## src/rtl/round_pipe_pkg.sv

```systemverilog
// Shared FPU rounding types and width-derived constants used by the round_pipe
// datapath and, later, by the adder/divider rounding paths.
package round_pipe_pkg;

    typedef enum logic [2:0] {
        IEEE_near = 3'd0,
        IEEE_zero = 3'd1,
        IEEE_pinf = 3'd2,
        IEEE_ninf = 3'd3,
        near_up   = 3'd4,
        away_zero = 3'd5
    } round_t;

    // All-ones biased exponent (infinity / NaN encoding) for a given width.
    function automatic int EXP_MAX(input int exp_w);
        return (1 << exp_w) - 1;
    endfunction

    // Significand with only the hidden bit set.
    function automatic int MANT_ONE(input int mant_w);
        return 1 << (mant_w - 1);
    endfunction

endpackage

```

## src/rtl/round_pipe_if.sv

```systemverilog
// Valid/ready streaming bundle for the rounding unit: pre-round input side
// and rounded output side.
interface round_pipe_if #(
    parameter int MANT_W = 24,
    parameter int EXP_W  = 8
);
    import round_pipe_pkg::*;

    logic              in_valid;
    logic              in_ready;
    logic              in_sign;
    logic [EXP_W-1:0]  in_exp;
    logic [MANT_W-1:0] in_mant;
    logic              in_guard;
    logic              in_sticky;
    round_t            in_rnd;

    logic              out_valid;
    logic              out_ready;
    logic              out_sign;
    logic [EXP_W-1:0]  out_exp;
    logic [MANT_W-1:0] out_mant;
    logic              out_inexact;
    logic              out_overflow;

    modport slave (
        input  in_valid, in_sign, in_exp, in_mant, in_guard, in_sticky, in_rnd,
        input  out_ready,
        output in_ready,
        output out_valid, out_sign, out_exp, out_mant, out_inexact, out_overflow
    );

    modport master (
        output in_valid, in_sign, in_exp, in_mant, in_guard, in_sticky, in_rnd,
        output out_ready,
        input  in_ready,
        input  out_valid, out_sign, out_exp, out_mant, out_inexact, out_overflow
    );

endinterface

```

## src/rtl/round_pipe_decide.sv

```systemverilog
// Combinational rounding decision: increment, inexact and whether an overflow
// saturates to max finite instead of infinity for the given mode and sign.
module round_decide
    import round_pipe_pkg::*;
(
    input  round_t rnd,
    input  logic   sign,
    input  logic   g,
    input  logic   s,
    input  logic   lsb,
    output logic   inc,
    output logic   inexact,
    output logic   ovf_to_max
);

    always_comb begin
        inexact    = g | s;
        inc        = 1'b0;
        ovf_to_max = 1'b0;
        case (rnd)
            IEEE_zero: begin
                inc        = 1'b0;
                ovf_to_max = 1'b1;
            end
            IEEE_pinf: begin
                inc        = ~sign & (g | s);
                ovf_to_max = sign;
            end
            IEEE_ninf: begin
                inc        = sign & (g | s);
                ovf_to_max = ~sign;
            end
            near_up:   inc = g & (s | ~sign);
            away_zero: inc = g | s;
            // Unused encodings fall back to round-to-nearest-even.
            default:   inc = g & (s | lsb);
        endcase
    end

endmodule

```

## src/rtl/round_pipe.sv

```systemverilog
// Two-stage pipelined rounding unit: stage 1 captures operands and the rounding
// decision, stage 2 holds the incremented, renormalised and overflow-handled result.
module round_pipe
    import round_pipe_pkg::*;
#(
    parameter int MANT_W = 24,
    parameter int EXP_W  = 8,
    parameter int CNT_W  = 16
) (
    input  logic              clk,
    input  logic              rst_n,
    round_pipe_if.slave       bus,
    input  logic              clear_cnt,
    output logic [CNT_W-1:0]  inexact_cnt
);

    localparam logic [EXP_W-1:0]  EXP_ONES   = EXP_W'(EXP_MAX(EXP_W));
    localparam logic [EXP_W-1:0]  EXP_MAXFIN = EXP_ONES - EXP_W'(1);
    localparam logic [MANT_W-1:0] MANT_HID   = MANT_W'(MANT_ONE(MANT_W));
    localparam logic [MANT_W-1:0] MANT_ONES  = '1;
    localparam logic [CNT_W-1:0]  CNT_SAT    = '1;

    logic              s1_valid_reg;
    logic              s1_sign_reg;
    logic [EXP_W-1:0]  s1_exp_reg;
    logic [MANT_W-1:0] s1_mant_reg;
    logic              s1_inc_reg;
    logic              s1_inexact_reg;
    logic              s1_max_reg;

    logic              s2_valid_reg;
    logic              s2_sign_reg;
    logic [EXP_W-1:0]  s2_exp_reg;
    logic [MANT_W-1:0] s2_mant_reg;
    logic              s2_inexact_reg;
    logic              s2_overflow_reg;

    logic [CNT_W-1:0]  cnt_reg;

    logic s2_adv, s1_adv, in_fire, out_fire;
    logic dec_inc, dec_inexact, dec_max;

    assign s2_adv       = !s2_valid_reg | bus.out_ready;
    assign s1_adv       = !s1_valid_reg | s2_adv;
    assign bus.in_ready = rst_n & s1_adv;
    assign in_fire      = bus.in_valid & bus.in_ready;
    assign out_fire     = s2_valid_reg & bus.out_ready;

    round_decide u_decide (
        .rnd        (bus.in_rnd),
        .sign       (bus.in_sign),
        .g          (bus.in_guard),
        .s          (bus.in_sticky),
        .lsb        (bus.in_mant[0]),
        .inc        (dec_inc),
        .inexact    (dec_inexact),
        .ovf_to_max (dec_max)
    );

    always_ff @(posedge clk or negedge rst_n) begin
        if (!rst_n) begin
            s1_valid_reg   <= 1'b0;
            s1_sign_reg    <= 1'b0;
            s1_exp_reg     <= '0;
            s1_mant_reg    <= '0;
            s1_inc_reg     <= 1'b0;
            s1_inexact_reg <= 1'b0;
            s1_max_reg     <= 1'b0;
        end else begin
            if (s1_adv) begin
                s1_valid_reg <= bus.in_valid;
            end
            if (in_fire) begin
                s1_sign_reg    <= bus.in_sign;
                s1_exp_reg     <= bus.in_exp;
                s1_mant_reg    <= bus.in_mant;
                s1_inc_reg     <= dec_inc;
                s1_inexact_reg <= dec_inexact;
                s1_max_reg     <= dec_max;
            end
        end
    end

    logic [MANT_W:0]   sum;
    logic              carry;
    logic [EXP_W-1:0]  rnd_exp;
    logic [MANT_W-1:0] rnd_mant;
    logic              ovf;
    logic [EXP_W-1:0]  s2_exp_next;
    logic [MANT_W-1:0] s2_mant_next;
    logic              s2_inexact_next;

    assign sum      = {1'b0, s1_mant_reg} + (MANT_W+1)'(s1_inc_reg);
    assign carry    = sum[MANT_W];
    // A carry out of the significand means it became exactly 2.0: renormalise.
    assign rnd_mant = carry ? MANT_HID : sum[MANT_W-1:0];
    assign rnd_exp  = s1_exp_reg + EXP_W'(carry);
    // Checking the incoming exponent too catches the wrap of all-ones plus carry.
    assign ovf      = (rnd_exp == EXP_ONES) | (s1_exp_reg == EXP_ONES);

    always_comb begin
        s2_exp_next     = rnd_exp;
        s2_mant_next    = rnd_mant;
        s2_inexact_next = s1_inexact_reg | ovf;
        if (ovf) begin
            if (s1_max_reg) begin
                s2_exp_next  = EXP_MAXFIN;
                s2_mant_next = MANT_ONES;
            end else begin
                s2_exp_next  = EXP_ONES;
                s2_mant_next = '0;
            end
        end
    end

    always_ff @(posedge clk or negedge rst_n) begin
        if (!rst_n) begin
            s2_valid_reg    <= 1'b0;
            s2_sign_reg     <= 1'b0;
            s2_exp_reg      <= '0;
            s2_mant_reg     <= '0;
            s2_inexact_reg  <= 1'b0;
            s2_overflow_reg <= 1'b0;
        end else if (s2_adv) begin
            s2_valid_reg <= s1_valid_reg;
            if (s1_valid_reg) begin
                s2_sign_reg     <= s1_sign_reg;
                s2_exp_reg      <= s2_exp_next;
                s2_mant_reg     <= s2_mant_next;
                s2_inexact_reg  <= s2_inexact_next;
                s2_overflow_reg <= ovf;
            end
        end
    end

    always_ff @(posedge clk or negedge rst_n) begin
        if (!rst_n) begin
            cnt_reg <= '0;
        end else if (clear_cnt) begin
            cnt_reg <= '0;
        end else if (out_fire && s2_inexact_reg && (cnt_reg != CNT_SAT)) begin
            cnt_reg <= cnt_reg + CNT_W'(1);
        end
    end

    assign bus.out_valid    = s2_valid_reg;
    assign bus.out_sign     = s2_sign_reg;
    assign bus.out_exp      = s2_exp_reg;
    assign bus.out_mant     = s2_mant_reg;
    assign bus.out_inexact  = s2_inexact_reg;
    assign bus.out_overflow = s2_overflow_reg;
    assign inexact_cnt      = cnt_reg;

endmodule

```

## src/flat_wrapper.sv

```systemverilog
// flat-port wrapper written by rule: the top's interface ports become plain ports
module round_pipe_flat import round_pipe_pkg::*;
#(
    parameter int MANT_W = 24,
    parameter int EXP_W  = 8,
    parameter int CNT_W  = 16
)
  (clk, rst_n, clear_cnt, inexact_cnt, bus_in_valid, bus_in_sign, bus_in_exp, bus_in_mant, bus_in_guard, bus_in_sticky, bus_in_rnd, bus_out_ready, bus_in_ready, bus_out_valid, bus_out_sign, bus_out_exp, bus_out_mant, bus_out_inexact, bus_out_overflow);
  round_pipe_if #(.MANT_W(MANT_W), .EXP_W(EXP_W)) bus_i ();
  input  logic clk;
  input  logic rst_n;
  input  logic clear_cnt;
  output logic [CNT_W-1:0] inexact_cnt;
  input wire logic [$bits(bus_i.in_valid)-1:0] bus_in_valid;
  input wire logic [$bits(bus_i.in_sign)-1:0] bus_in_sign;
  input wire logic [$bits(bus_i.in_exp)-1:0] bus_in_exp;
  input wire logic [$bits(bus_i.in_mant)-1:0] bus_in_mant;
  input wire logic [$bits(bus_i.in_guard)-1:0] bus_in_guard;
  input wire logic [$bits(bus_i.in_sticky)-1:0] bus_in_sticky;
  input wire logic [$bits(bus_i.in_rnd)-1:0] bus_in_rnd;
  input wire logic [$bits(bus_i.out_ready)-1:0] bus_out_ready;
  output wire logic [$bits(bus_i.in_ready)-1:0] bus_in_ready;
  output wire logic [$bits(bus_i.out_valid)-1:0] bus_out_valid;
  output wire logic [$bits(bus_i.out_sign)-1:0] bus_out_sign;
  output wire logic [$bits(bus_i.out_exp)-1:0] bus_out_exp;
  output wire logic [$bits(bus_i.out_mant)-1:0] bus_out_mant;
  output wire logic [$bits(bus_i.out_inexact)-1:0] bus_out_inexact;
  output wire logic [$bits(bus_i.out_overflow)-1:0] bus_out_overflow;
  assign bus_i.in_valid = bus_in_valid;
  assign bus_i.in_sign = bus_in_sign;
  assign bus_i.in_exp = bus_in_exp;
  assign bus_i.in_mant = bus_in_mant;
  assign bus_i.in_guard = bus_in_guard;
  assign bus_i.in_sticky = bus_in_sticky;
  assign bus_i.in_rnd = bus_in_rnd;
  assign bus_i.out_ready = bus_out_ready;
  assign bus_in_ready = bus_i.in_ready;
  assign bus_out_valid = bus_i.out_valid;
  assign bus_out_sign = bus_i.out_sign;
  assign bus_out_exp = bus_i.out_exp;
  assign bus_out_mant = bus_i.out_mant;
  assign bus_out_inexact = bus_i.out_inexact;
  assign bus_out_overflow = bus_i.out_overflow;
  round_pipe #(.MANT_W(MANT_W), .EXP_W(EXP_W), .CNT_W(CNT_W)) u_core (.clk(clk), .rst_n(rst_n), .bus(bus_i), .clear_cnt(clear_cnt), .inexact_cnt(inexact_cnt));
endmodule
```

## config.mk

```make
export PLATFORM = sky130hd
export DESIGN_NAME = round_pipe_flat
export DESIGN_NICKNAME = d
export VERILOG_FILES = /design/src/rtl/round_pipe_pkg.sv /design/src/rtl/round_pipe_if.sv /design/src/rtl/round_pipe_decide.sv /design/src/rtl/round_pipe.sv /design/src/flat_wrapper.sv
export SDC_FILE = /design/constraint.sdc
export NUM_CORES = 1
export LEC_CHECK = 0
export ABC_AREA = 1
export CAP_MARGIN = 20
export CORE_ASPECT_RATIO = 1.5
export CORE_MARGIN = 3
export CORE_UTILIZATION = 25
export DETAILED_ROUTE_END_ITERATION = 10
export SYNTH_ARGS = -nofsm -noshare
export SYNTH_HDL_FRONTEND = slang
export SYNTH_HIERARCHICAL = 1
export SYNTH_SLANG_ARGS = --single-unit
```

## constraint.sdc

```tcl
create_clock -name clk -period 6.2 [get_ports clk]
set_input_delay 0.62 -clock clk [delete_from_list [all_inputs] [get_ports clk]]
set_output_delay 0.62 -clock clk [all_outputs]
set_load 0.01 [all_outputs]
```

## Word-level counts from Yosys, hierarchy flattened

Cells that the tools add are included.

- Add/subtract/negate cells: 3
- Equality and inequality tests: 8
- Muxes and demuxes: 9
- Bitwise operators: 15
- Reductions and logical operators: 6

Operator list:

| cell | number |
|---|---|
| $mux 24 | 3 |
| $mux 16 | 2 |
| $add 24x1->25 | 1 |
| $add 16x1->16 const B | 1 |
| $eq 8x8->1 const B | 2 |
| $ne 16x16->1 const B | 1 |
| $add 8x1->8 | 1 |
| $mux 8 | 1 |
| $and 1x1->1 | 7 |
| $or 1x1->1 | 7 |
| $eq 3x2->1 const B | 2 |
| $eq 3x3->1 const B | 2 |
| $pmux 1 s5 | 1 |
| $eq 3x1->1 const B | 1 |
| $pmux 1 s3 | 1 |
| $logic_and 1x1->1 | 2 |
| $logic_not 1->1 | 2 |
| $reduce_and 2->1 | 1 |
| $reduce_bool 2->1 | 1 |
| $mux 1 | 1 |
| $not 1->1 | 1 |

- Register bits after elaboration: 89
- Input bits: 43
- Output and inout bits: 53

## Logic depth before layout (Yosys ltp)

- Depth after elaboration: 5
- Gate-level depth with buffers: 21

## Modules after synthesis

Netlist, hierarchy kept.

By module, submodules not included:

| module | instances | cells an instance | area each (um2) | sequential area each (um2) |
|---|---|---|---|---|
| round_pipe | 1 | 617 | 4934.7 | 2227.1 |
| round_decide | 1 | 25 | 106.4 | 0.0 |

## Worst setup path before layout

No wires, ideal clock.

- Kind: flip-flop to flip-flop
- Start point: reg u_core.s1_mant_reg[0]
- End point: reg u_core.s2_exp_reg[0] (netlist: u_core/bus.out_exp[0])
- Setup time: 0.118 ns
- Arrival time: 2.738 ns
- Path slack: 3.344 ns
- Stages on the path, launching flop included: 21
- Path buffers: 1
- Clock period less this slack: 2.856 ns
- Cells stage by stage: dfrtp_1 > ha_1 > ha_1 > nand2_2 > nor2_4 > nand2_4 > nor3_1 > ha_1 > ha_1 > nand3_1 > xor2_1 > nand2_1 > a21oi_1 > nand3_2 > nor2_4 > nand2_4 > nand2_8 > nand2_8 > buf_12 > nand3_1 > nand2_1

- Cells in the longest elaborated chain, start to end: 5

Ends and longest elaborated chain:

| what | RTL line | text |
|---|---|---|
| from (decl) | round_pipe.sv:26 | `logic [MANT_W-1:0] s1_mant_reg;` |
| from (signal assigned) | round_pipe.sv:76 | `s1_mant_reg <= bus.in_mant;` |
| $add 24x1->25 * | round_pipe.sv:93 | `assign sum = {1'b0, s1_mant_reg} + (MANT_W+1)'(s1_inc_reg);` |
| $add 8x1->8 * | round_pipe.sv:97 | `assign rnd_exp = s1_exp_reg + EXP_W'(carry);` |
| $eq 8x8->1 | round_pipe.sv:99 | `assign ovf = (rnd_exp == EXP_ONES) \| (s1_exp_reg == EXP_ONES);` |
| $or 1x1->1 | round_pipe.sv:99 |  |
| $mux 8 * | round_pipe.sv:105 | `if (ovf) begin` |
| to (signal assigned) | round_pipe.sv:128 | `s2_exp_reg <= s2_exp_next;` |
| to (decl) | round_pipe.sv:33 | `logic [EXP_W-1:0] s2_exp_reg;` |

Mark *: on every way between the ends. The rest lies on a longest branch, timed or not.
A chain may end at the register's enable or synchronous reset.

## Final worst setup path

Ends and elaborated chain as after synthesis.

==> run metrics <==
status finished, final reports clean; flop2flop setup slack 2.92 ns; Fin Setup TNS 0 ns; drc violations 0; number of synthesized register bits 89; FP Rows 63; die area 0.02194 sq mm; pwr dens 288.3 mW/mm^2; CP Capture Type register; initial DRC count 243; post-route ant nets 0; Most Frequent Cell on Critical Path ha_1; largest net degree at the start of global routing 55; FFs w/ async S/R, synth 100.0%; Pre-antenna DRT Iters 5; vias in the first global route 4448; LEAKAGE 3.079 nW; most frequent cells in the layout nand2_1, clkdlybuf4s50_1, dfrtp_1; GPL Wtd Cong 0.8752; ANT cells 0; total number of vias 4289; YS warnings 6; placed cell area 0.006201 sq mm; total track usage 12.45%; area delta synth->final 29.24%; CORE AREA 0.01979 sq mm; worst path required time 6.43 ns; Clock Sinks 89; Final Hold Viols 0; IO buf count 95; Fillers 2091; initial antenna violation count 0; CP Max Fanout 27; hold slack final 0.2235 ns; TritonCTS clock tree built; proportion of layout cells with a drive suffix above 1 11.14%; clock skew 0.01504 ns; syn_nets 690; Max Cap Violations 0; Post-Route WL 13.04 mm; final instance area 0.006515 sq mm; die height 179.9 um; number of distinct library cells after synthesis 38; post-layout util 32.93%; post-DP HPWL 10.46 mm; Die Wd 121.9 um; Post-Syn Area per Cell 7.852 sq um; Slowest Stage Delay on Critical Path 0.35 ns; CP max stage cell dfrtp_1; Slew @ Worst Pin 0.9052 ns; H-tree levels 3; Hold Path Class in -> async; Worst-Skew Late Latency 0.35 ns; Clock transition at path regs 0.07 ns; Crit Path Category reg -> reg; commonest non-fill, non-tap cell in the layout nand2_1; EDFF count, synth 0; peak supply drop 0.1361 mV; total CTS buffers 9; Post-Syn Instances 642; Fmax achieved 304.5 MHz; via density per instance 4.306; Top-Level Pins 96; critical path, cell by cell ha_1 > ha_1 > nand2_2 > nor2_4 > nand2_4 > nor3_1 > ha_1 > ha_1 > nand3_1 > xor2_1 > nand2_1 > a21oi_1 > nand3_2 > nor2_4 > nand2_4 > nand2_8 > nand2_8 > nand3_1 > nand2_1; RR Startpoint u_core/s1_mant_reg[0]; Max-Slew Margin vs Limit 39.51%; Post-CTS Resized 0; final setup fails 0; first-pass GRT wire length 22.06 mm; Post-CTS Setup Inserts 0; fin. max-slew vios 0; Reg area 0.002227 sq mm; Post-Syn Area 0.005041 sq mm; Tcrit/Tclk final 52.97%; RR Endpoint u_core/bus.out_exp[0]; RSZ-0062 raised after global routing false; root buffer cell clkbuf_16; clock buffer depth 2; Seq/Total Area, Yosys 44.18%; dominant synthesized flop cell dfrtp_1; WP data arrival 3.51 ns; R2R cell count 19; cts hold-fix bufs 0; Initial Util 25.48%; nets@finish 779; footprint of the multi-input gates 0.002404 sq mm; CP Launch Type register; Final min period 3.284 ns; Pwr Total 1.878 mW; GRT overflow 0; drt wl/cell 13.09 um
metal layers:
| layer | vias up | global-route usage [%] | part of all wire, % |
|---|---|---|---|
| li1 | 2221 | - | - |
| met1 | 1963 | 14.62 | 42 |
| met2 | 85 | 22.36 | 53 |
| met3 | 20 | 2.077 | 3.3 |
| met4 | 0 | 4.621 | 2.3 |
| met5 | - | 0 | 0 |
cell type report:
class | count | area share [%]
flip-flops and latches | 89 | 34.18
well taps | 260 | 4.993
clock buffers | 9 | 3.457
multi-input cells | 458 | 36.89
inverters | 75 | 4.321
clock inverters | 7 | 0.9410
repair buffers | 98 | 15.21
worst max-delay path, delay by kind of cell (launching register included):
kind | cells | cell delay (ns)
AOI/OAI and AO/OA | 1 | 0.15
xor gates and xnor gates | 1 | 0.19
adders and majority gates | 4 | 0.88
DFF | 1 | 0.35
and+or+nand+nor | 13 | 1.60
power by group:
group	leakage [nW]	total [mW]	internal [mW]	switching, mW
registers	1.07	0.787	0.690	0.0972
clock network	0.135	0.526	0.279	0.247
logic	1.88	0.565	0.276	0.289
total	3.08	1.88	1.25	0.633
cells by family after synthesis:
| family | after synthesis | synth area share, % |
|---|---|---|
| AOI/OAI and AO/OA | 59 | 6.279 |
| xor gates and xnor gates | 18 | 3.127 |
| adders and majority gates | 5 | 1.241 |
| buffers and inverters | 95 | 8.191 |
| DFF | 89 | 44.18 |
| muxes | 18 | 4.021 |
| and+or+nand+nor | 358 | 32.96 |
Yosys cell counts (9+ instances only):
| library cell | instances | area [sq um] |
|---|---|---|
| a21oi_1 | 32 | 160.2 |
| nor3_1 | 21 | 105.1 |
| nand3_1 | 48 | 240.2 |
| inv_1 | 73 | 274.0 |
| nand2_1 | 165 | 619.3 |
| xor2_1 | 12 | 105.1 |
| nand2_2 | 25 | 156.4 |
| nand4_1 | 9 | 56.30 |
| mux2_2 | 18 | 202.7 |
| dfrtp_1 | 89 | 2227 |
| nor2_1 | 69 | 259.0 |
| clkbuf_1 | 11 | 41.29 |
| o21ai_0 | 13 | 65.06 |
worst max path at each step:
stage	startpoint	to	depth (start not counted)
final	u_core/s1_mant_reg[0]	u_core/bus.out_exp[0]	19
after global routing	u_core/s1_mant_reg[0]	u_core/bus.out_mant[18]	20
after CTS	u_core/s1_mant_reg[0]	u_core/bus.out_mant[23]	20
after detailed placement	bus_out_ready	u_core/bus.out_exp[4]	8
after global placement	bus_out_ready	u_core/bus.out_exp[4]	8
after floorplan	u_core/s1_mant_reg[0]	u_core/bus.out_exp[0]	20
through the flow:
step	std cells	setup WS, ns
finish	996	2.916
detailed placement	979	2.811
CTS	995	2.862
floorplan	642	3.344
global route	996	2.462
global placement	979	2.834
No activity file was read; power rests on OpenSTA's default activity.
